**src/rtl/tt_sweep_pkg.sv**
```systemverilog
// Shared types and helpers for the truth-table sweep checker.
// Optional feature macro: TT_SWEEP_FAIL_MASK_EN (adds a per-vector fail mask).
package tt_sweep_pkg;

  typedef enum logic [1:0] {
    IDLE = 2'd0,
    RUN  = 2'd1,
    DONE = 2'd2
  } state_t;

  // Widest truth table the expected-bit helper accepts (N_IN up to 10).
  localparam int MAX_TT_W = 1024;

  // Number of input vectors for an n_in-input netlist.
  function automatic int n_vec_of(input int n_in);
    return 1 << n_in;
  endfunction

  // Counter width able to hold 0..max_val, never narrower than one bit.
  function automatic int cnt_width(input int max_val);
    return (max_val < 1) ? 1 : $clog2(max_val + 1);
  endfunction

  // Expected netlist output for vector idx: vector 0 maps to the TT MSB.
  function automatic logic exp_bit(input logic [MAX_TT_W-1:0] tt,
                                   input logic [31:0]         idx,
                                   input logic [31:0]         n_vec);
    logic [MAX_TT_W-1:0] sh;
    sh = tt >> (n_vec - 32'd1 - idx);
    return sh[0];
  endfunction

endpackage

```
**src/rtl/tt_sweep_timer.sv**
```systemverilog
// Settle timer: counts SETTLE+1 cycles per vector and flags the sample cycle.
// SETTLE=0 gives a tick on every enabled cycle.
module tt_sweep_timer
  import tt_sweep_pkg::*;
#(
  parameter int SETTLE = 2
) (
  input  logic clk,
  input  logic rst_n,
  input  logic clear,
  input  logic enable,
  output logic tick
);

  localparam int CNT_W = cnt_width(SETTLE);

  logic [CNT_W-1:0] settle_cnt;

  assign tick = enable && (settle_cnt == CNT_W'(SETTLE));

  // Settle counter: restarts on clear and after each sample cycle.
  always_ff @(posedge clk) begin
    // NOTE: sequential state uses non-blocking (<=) so every register
    // samples pre-edge values regardless of statement order.
    if (!rst_n || clear) begin
      settle_cnt <= '0;
    end else if (enable) begin
      settle_cnt <= tick ? '0 : settle_cnt + 1'b1;
    end
  end

endmodule

```
**config.mk**
```make
export PLATFORM = sky130hd
export DESIGN_NAME = tt_sweep_timer
export DESIGN_NICKNAME = d
export VERILOG_FILES = /design/src/rtl/tt_sweep_pkg.sv /design/src/rtl/tt_sweep_timer.sv
export SDC_FILE = /design/constraint.sdc
export NUM_CORES = 1
export LEC_CHECK = 0
export BUFFER_PORTS_ARGS = -buffer_cell sky130_fd_sc_hd__buf_4
export CAP_MARGIN = 20
export CELL_PAD_IN_SITES_DETAIL_PLACEMENT = 0
export CELL_PAD_IN_SITES_GLOBAL_PLACEMENT = 1
export CORE_AREA = 2 2 39 41
export CTS_CLUSTER_DIAMETER = 60
export DETAILED_ROUTE_END_ITERATION = 10
export DIE_AREA = 0 0 41 43
export HOLD_SLACK_MARGIN = 0.06
export PLACE_DENSITY = 0.38
export SLEW_MARGIN = 20
export SYNTH_ARGS = -nofsm -noshare
export SYNTH_HDL_FRONTEND = slang
export SYNTH_SLANG_ARGS = --single-unit
export TNS_END_PERCENT = 30
```
**constraint.sdc**
```tcl
create_clock -name clk -period 1.2 [get_ports clk]
set_clock_uncertainty 0.15 [all_clocks]
set_input_delay 0.24 -clock clk [delete_from_list [all_inputs] [get_ports clk]]
set_output_delay 0.24 -clock clk [all_outputs]
set_load 0.05 [all_outputs]
```
==> flow_summary.yaml, run 1 <==
layout:
  final_nets: 24
  reg_top3: "settle_cnt: 2 flops"
  regMostFlops: "settle_cnt"
  n_antenna_cell: 0
  largest_register_ffs: 2
  drive_gt1_frac: 0.611
  area_growth_pct: 97.3
  final_cell_mix: "buf_4, nand2b_1, clkbuf_4"
  final_common_cell: "buf_4"
  design_area_um2: 185
  instances_no_fill: 34
place:
  gp_congestion: 0.525
  io_buffer_count: 4
  dpl_cell_area_um2: 145
  dp.cells: 30
cts:
  clk_latency_ns: 0.22
  cts.path.max_buffers: 2
  cts_tree: "built"
  cts_hold_buf: 0
  cts-root-buf: "clkbuf_4"
  cts.sinks: 2
  ctsHtreeMaxLevel: 1
  cts.reportedPaths.clkPinSlew_ns: 0.03
  cts_buffers: 3
yosys:
  synth_mux_area_frac: 0
  synthTopCellsByArea: "dfxtp_1, nand2b_1, a21oi_1"
  synth_xor_area_frac: 0
  synth-seq-area-share: 0.427
  synth_area_um2: 93.8
  ys_types: 6
  synthAdderAreaFrac: 0
  yosysTopAreaCellShare: 0.427
  syn_nets: 14
  synth_warnings: 0
  synth_top_area_cell: "dfxtp_1"
  synth-compound-area-share: 0.107
  synthSimpleGateAreaFrac: 0.467
  synth_top_family_by_area: "simple AND/OR/NAND/NOR gates"
  syn_avg_cell_area_um2: 9.38
  ys_seq_elements: 2
  synthCells: 10
floorplanning:
  dieArea_um2: 1760
  io-pin-count: 5
  core_area_um2: 1380
  rows: 14
  start_util: 0.0678
  die_w_um: 41
  die_height_um: 43
global_routing:
  grt_use_total: 0.0351
  grt_pass1_vias: 97
  grt_antenna_before_repair: 0
  grt_remaining_overflow: 0
  grt_start_max_net_pins: 6
  grt_pass1_wl_um: 338
critical_path:
  crit_fanout: 2
  endpoint_kind: "output pin"
  start_kind: "register"
  critPathKind: "reg -> out"
  worstPathRequired_ns: 0.81
  worstPathArrival_ns: 0.91
routing:
  drtIter0Drc: 1
  drc_errors: 0
  wirelength_um: 220
  drt-vias-per-instance: 3.09
  antenna_left: 0
  wl_per_cell_um: 6.47
  dr.pass1.iters: 2
  vias: 105
power:
  power_uw: 237
  powerDensity_nw_per_um2: 1280
  power_leakage_uw: 0.0000764
  peakVddDrop_v: 0.000371
sta:
  fmax_ghz: 0.772
  drv_slew: 0
  worst_slew_margin_rel: 0.923
  postLayoutSetupSlackWorst_ns: -0.0958
  period_share: 1.08
  hold_viol: 0
  finalCriticalPeriod_ns: 1.30
  tightest_slew_ns: 0.116
  setup_viol: 1
  rsz0062_at_grt: "true"
outcome:
  status: "finished with violations"
  violations: "negative setup slack"
flow_run:
  cap_violations: 0
hold_path:
  hold_path.class: "in -> reg"
==> Yosys cell counts <==
cell and instances:
nand2b_1 3, a21oi_1 2, dfxtp_1 2, and3b_1 1, nand3b_1 1, or3b_1 1
==> per-stage QoR <==
step                      TNS, ns  worst slack [ns]  hold WS (ns)   util
after floorplan                 0             0.118         0.244      -
after global placement          0            0.0766         0.336  0.105
after detailed placement        0            0.0656         0.334  0.105
after CTS                  -0.110            -0.110         0.147  0.134
after global routing       -0.120            -0.120         0.169  0.134
final                     -0.0958           -0.0958         0.149  0.134
==> repair_timing <==
action	in CTS	in global routing
setup buffers	1	0
setup endpoints to repair	1	1
gates resized for setup	4	0
pin swaps	1	0
==> report_power, final <==
group          leakage (uW)  internal [uW]  total, uW  switching [uW]
logic             0.0000454           13.4       20.7            7.23
clock network     0.0000138            110        146            36.1
registers         0.0000172           69.4       70.4           0.969
total             0.0000764            193        237            44.3
==> final cells by class <==
class                   instances  area (um2)
fillers                       156        1200
well taps                      16        20.0
multi-input cells               8        55.1
repair buffers                  5        45.0
clock buffers                   3        22.5
flip-flops and latches          2        42.5
==> worst paths after layout <==
check        cells after the start  slack [ns]                    endpoint                        from
max                              2        -0.1                        tick  settle_cnt[0]$_SDFFE_PP0P_
min                              3        0.15  settle_cnt[1]$_SDFFE_PP0P_                       clear
max reg2reg                      3        0.05  settle_cnt[0]$_SDFFE_PP0P_  settle_cnt[0]$_SDFFE_PP0P_
min reg2reg                      2        0.34  settle_cnt[1]$_SDFFE_PP0P_  settle_cnt[1]$_SDFFE_PP0P_
==> critical path, stage by stage, from the launching register on <==
cell and delay (ns):
dfxtp_2 0.30, and3b_2 0.24, buf_8 0.14
==> per-layer routing <==
metal	GRT usage	share of wire	vias up	wire length (um)
met2	0.0281	0.40	5	89
met5	0	0	-	0
li1	-	-	53	-
met1	0.0351	0.50	47	110
met4	0.0400	0	0	0
met3	0.0471	0.091	0	20
==> logic make-up after synthesis <==
group           Yosys count
compound gates            2
simple gates              6
flops                     2
Power figures use the tool's default switching activity.
==> inputs of run 2 (changes only) <==
--- a/config.mk
+++ b/config.mk
@@ -7,14 +7,12 @@
 export LEC_CHECK = 0
 export BUFFER_PORTS_ARGS = -buffer_cell sky130_fd_sc_hd__buf_4
 export CAP_MARGIN = 20
-export CELL_PAD_IN_SITES_DETAIL_PLACEMENT = 0
-export CELL_PAD_IN_SITES_GLOBAL_PLACEMENT = 1
 export CORE_AREA = 2 2 39 41
 export CTS_CLUSTER_DIAMETER = 60
 export DETAILED_ROUTE_END_ITERATION = 10
 export DIE_AREA = 0 0 41 43
 export HOLD_SLACK_MARGIN = 0.06
-export PLACE_DENSITY = 0.38
+export PLACE_DENSITY = 0.33
 export SLEW_MARGIN = 20
 export SYNTH_ARGS = -nofsm -noshare
 export SYNTH_HDL_FRONTEND = slang
==> run 2 against run 1 <==
Effect of this change: the flow still finishes with violations (negative setup slack); register-to-register slack is essentially flat; total power grew 1.4%; setup slack lost 0.0029 ns; global-route usage grew 1.5 points; sequential power is essentially flat; cell area is the same; critical endpoint unchanged; cell count is the same; clock power is essentially flat; combinational power is essentially flat; critical path depth is the same; maximum frequency shrank 0.22%.
==> flow_summary.yaml, run 2 (synthesis gave the netlist of run 1 again) <==
outcome:
  status: "finished with violations"
  violations: "negative setup slack"
floorplanning:
  core_area_um2: 1380
  die_w_um: 41
  rows: 14
  io-pin-count: 5
  die_height_um: 43
  start_util: 0.0678
  dieArea_um2: 1760
routing:
  wl_per_cell_um: 7.88
  vias: 103
  dr.pass1.iters: 1
  drc_errors: 0
  drtIter0Drc: 0
  wl_met2_um: 164
  dr_wl_met3_um: 15
  top_layer_used: "met3"
  wl_met1_um: 89
  antenna_left: 0
  wirelength_um: 268
  drt-vias-per-instance: 3.03
critical_path:
  r2r-end: "settle_cnt[0]$_SDFFE_PP0P_"
  crit_fanout: 2
  r2r_slack_ns: 0.05
  worstPathArrival_ns: 0.91
  worstPathRequired_ns: 0.81
  start_kind: "register"
  rr_startpoint: "settle_cnt[0]$_SDFFE_PP0P_"
  critPathKind: "reg -> out"
  endpoint_kind: "output pin"
  r2r.worst_path.cells: 3
sta:
  worst_slew_margin_rel: 0.923
  period_share: 1.08
  postLayoutSetupSlackWorst_ns: -0.0987
  hold_viol: 0
  finalCriticalPeriod_ns: 1.30
  fmax_ghz: 0.770
  rsz0062_at_grt: "true"
  drv_slew: 0
  tightest_slew_ns: 0.115
  setup_viol: 1
flow_run:
  cap_violations: 0
place:
  dp.cells: 30
  io_buffer_count: 4
  dpl_cell_area_um2: 145
  pre_cts_slack_ns: 0.0664
layout:
  final_nets: 24
  drive_gt1_frac: 0.611
  regMostFlops: "settle_cnt"
  final_cell_mix: "buf_4, nand2b_1, clkbuf_4"
  final_util: 0.134
  largest_register_ffs: 2
  final_common_cell: "buf_4"
  instances_no_fill: 34
  reg_top3: "settle_cnt: 2 flops"
  design_area_um2: 185
  area_growth_pct: 97.3
  n_antenna_cell: 0
global_routing:
  grt_use_total: 0.0501
  grt_pass1_vias: 135
  grt_remaining_overflow: 0
  grt_pass1_wl_um: 496
  grt_antenna_before_repair: 0
  grt_start_max_net_pins: 6
cts:
  ctsHtreeMaxLevel: 1
  cts.sinks: 2
  cts.reportedPaths.clkPinSlew_ns: 0.03
  cts-root-buf: "clkbuf_4"
  cts_hold_buf: 0
  cts_buffers: 3
  cts.path.max_buffers: 2
  clk_latency_ns: 0.22
  cts_tree: "built"
hold_path:
  hold_path.class: "in -> reg"
  hold_start: "clear"
  whs_endpoint: "settle_cnt[1]$_SDFFE_PP0P_"
  hold_depth: 3
power:
  power_uw: 241
  power_leakage_uw: 0.0000764
  peakVddDrop_v: 0.000270
  powerDensity_nw_per_um2: 1300
[run 2: cell type report]
class / count / area [um2]
clock buffer: 3 / 22.5
fill: 162 / 1200
multi-input combinational: 8 / 55.1
sequential: 2 / 42.5
tap: 16 / 20.0
timing repair buffer: 5 / 45.0
[run 2: layer usage]
layer  GRT usage  vias up
li1            -       51
met5           0        -
met3      0.0314        0
met4      0.0800        0
met2      0.0688        5
met1      0.0319       47
[run 2: worst max path at each step]
stage,start,end,slack (ns),cells past startpoint
floorplan,settle_cnt[0]$_SDFFE_PP0P_,tick,0.12,1
detailed placement,settle_cnt[0]$_SDFFE_PP0P_,tick,0.07,2
finish,settle_cnt[0]$_SDFFE_PP0P_,tick,-0.1,2
CTS,settle_cnt[0]$_SDFFE_PP0P_,tick,-0.11,2
global route,settle_cnt[0]$_SDFFE_PP0P_,tick,-0.14,2
global placement,enable,tick,0.08,3
[run 2: critical path, stage by stage (launching register included)]
cell and delay (ns):
dfxtp_2 0.30, and3b_2 0.24, buf_8 0.14
[run 2: stage by stage]
stage / TNS, ns / hold WS [ns]
2_1_floorplan: 0 / 0.244
3_3_place_gp: 0 / 0.318
3_5_place_dp: 0 / 0.350
4_1_cts: -0.113 / 0.142
5_1_grt: -0.136 / 0.158
6_report: -0.0987 / 0.144
[run 2: what timing repair did]
item / 4_1_cts / 5_1_grt
gates resized for setup: 4 / 0
setup endpoints to repair: 1 / 1
buffers inserted: 1 / 0
[run 2: where the power goes]
group | leakage (uW) | total [uW] | switching, uW | internal (uW)
combinational | 0.0000454 | 20.7 | 7.25 | 13.4
sequential | 0.0000172 | 70.3 | 0.948 | 69.4
clock | 0.0000138 | 149 | 39.1 | 110
total | 0.0000764 | 241 | 47.3 | 193
==> inputs of run 3 (changes only) <==
--- a/config.mk
+++ b/config.mk
@@ -5,14 +5,14 @@
 export SDC_FILE = /design/constraint.sdc
 export NUM_CORES = 1
 export LEC_CHECK = 0
-export BUFFER_PORTS_ARGS = -buffer_cell sky130_fd_sc_hd__buf_4
 export CAP_MARGIN = 20
 export CORE_AREA = 2 2 39 41
 export CTS_CLUSTER_DIAMETER = 60
 export DETAILED_ROUTE_END_ITERATION = 10
 export DIE_AREA = 0 0 41 43
+export DONT_BUFFER_PORTS = 1
 export HOLD_SLACK_MARGIN = 0.06
-export PLACE_DENSITY = 0.33
+export PLACE_DENSITY = 0.3
 export SLEW_MARGIN = 20
 export SYNTH_ARGS = -nofsm -noshare
 export SYNTH_HDL_FRONTEND = slang
==> run 3 against run 2 <==
Effect of this change: the flow still finishes with violations (negative setup slack); first-iteration DRC count unchanged; register-to-register slack better by 0.02 ns; count of clock-buffer cells in the layout unchanged; worst hold slack worse by 0.077 ns; utilization down 0.54 points; global-route usage down 0.70 points; critical endpoint unchanged; via count unchanged; cell count down 2.9%; non-clock buffer count down 1; highest routed layer unchanged; wire length down 9.0%; die area unchanged; largest cell class unchanged; total power down 0.86%.
==> flow_summary.yaml, run 3 (synthesis gave the netlist of run 1 again) <==
outcome:
  status: "finished with violations"
  violations: "negative setup slack"
layout:
  largest_register_ffs: 2
  regArea_um2: 42.5
  final_nets: 23
  fillers: 158
  design_area_um2: 178
  drive_gt1_frac: 0.412
  final_cell_mix: "nand2b_1, clkbuf_4, dlygate4sd3_1"
  final_util: 0.128
  area_growth_pct: 89.3
  reg_top3: "settle_cnt: 2 flops"
  multi_input_area_um2: 55.1
  n_antenna_cell: 0
  regMostFlops: "settle_cnt"
critical_path:
  path_depth: 1
  cpPeakStageDelay_ns: 0.40
  endpoint_kind: "output pin"
  start_kind: "register"
  worst_path_max_delay_cell: "and3b_2"
  r2r_slack_ns: 0.07
  worstPathRequired_ns: 0.81
  path_buf_inv: 0
  r2r-end: "settle_cnt[0]$_SDFFE_PP0P_"
  cp_top_family: "simple AND/OR/NAND/NOR gates"
  critPathKind: "reg -> out"
  crit_chain: "and3b_2"
  r2r.worst_path.cells: 3
  crit_fanout: 2
  rr_startpoint: "settle_cnt[0]$_SDFFE_PP0P_"
  worstPathArrival_ns: 0.93
cts:
  clk_latency_ns: 0.22
  cts_tree: "built"
  cts.path.max_buffers: 2
  cts.sinks: 2
  cts_buffers: 3
  cts-root-buf: "clkbuf_4"
  cts.reportedPaths.clkPinSlew_ns: 0.03
  ctsHtreeMaxLevel: 1
power:
  powerDensity_nw_per_um2: 1340
  power_uw: 238
  power_leakage_uw: 0.0000673
  peakVddDrop_v: 0.000408
global_routing:
  grt_start_max_net_pins: 5
  grt_use_total: 0.0431
  grt_remaining_overflow: 0
  grt_antenna_before_repair: 0
  grt_pass1_vias: 122
  grt_pass1_wl_um: 393
floorplanning:
  die_height_um: 43
  die_w_um: 41
  start_util: 0.0678
  io-pin-count: 5
  core_area_um2: 1380
  dieArea_um2: 1760
  rows: 14
place:
  gp_congestion: 0.466
  dpl_cell_area_um2: 115
  io_buffer_count: 0
sta:
  rsz0062_at_grt: "true"
  fmax_ghz: 0.759
  period_share: 1.10
  hold_viol: 0
  holdWs_ns: 0.0669
  postLayoutSetupSlackWorst_ns: -0.118
  setup_viol: 1
  worst_slew_margin_rel: 0.817
  finalCriticalPeriod_ns: 1.32
  tightest_slew_ns: 0.275
  drv_slew: 0
hold_path:
  hold_path.class: "in -> reg"
  whs_endpoint: "settle_cnt[1]$_SDFFE_PP0P_"
  hold_depth: 2
  hold_start: "enable"
routing:
  vias: 103
  drtIter0Drc: 0
  wirelength_um: 244
  antenna_left: 0
  drt-vias-per-instance: 3.12
  drc_errors: 0
  dr.pass1.iters: 1
  wl_per_cell_um: 7.39
flow_run:
  cap_violations: 0
==> run 3: worst max-delay path by stage <==
| stage | to | start | slack, ns |
|---|---|---|---|
| 6_report | tick | settle_cnt[0]$_SDFFE_PP0P_ | -0.12 |
| 3_3_place_gp | tick | settle_cnt[0]$_SDFFE_PP0P_ | 0.1 |
| 4_1_cts | tick | settle_cnt[0]$_SDFFE_PP0P_ | -0.13 |
| 5_1_grt | tick | settle_cnt[0]$_SDFFE_PP0P_ | -0.14 |
| 2_1_floorplan | tick | settle_cnt[0]$_SDFFE_PP0P_ | 0.12 |
| 3_5_place_dp | tick | settle_cnt[0]$_SDFFE_PP0P_ | 0.09 |
==> run 3: repair_timing <==
action,CTS,global route
hold endpoints to repair,2,0
resized for setup,2,0
pin swaps,1,0
hold buffers,3,0
setup buffers,1,0
endpoints found under the setup margin,1,1
==> run 3: cell type report <==
class / instances / area share
multi-input cells: 8 / 0.310
flip-flops and latches: 2 / 0.239
well taps: 16 / 0.113
clock buffers: 3 / 0.127
repair buffers: 4 / 0.211
==> run 3: per-stage QoR <==
stage	setup WS, ns	cells	TNS [ns]
3_3_place_gp	0.0985	26	0
6_report	-0.118	33	-0.118
2_1_floorplan	0.118	10	0
5_1_grt	-0.143	33	-0.143
3_5_place_dp	0.0903	26	0
4_1_cts	-0.129	33	-0.129
==> run 3: routing by layer <==
metal  routed length [um]  vias to the layer above  track usage
met5                    0                        -            0
met4                    0                        0       0.0600
met3                    9                        0       0.0524
met2                  143                        5       0.0594
met1                   91                       48       0.0160
li1                     -                       50            -
==> run 3: report_power, final <==
| group | total [uW] | internal [uW] | switching (uW) |
|---|---|---|---|
| combinational | 19.2 | 13.2 | 5.96 |
| sequential | 70.2 | 69.4 | 0.879 |
| clock | 149 | 110 | 38.6 |
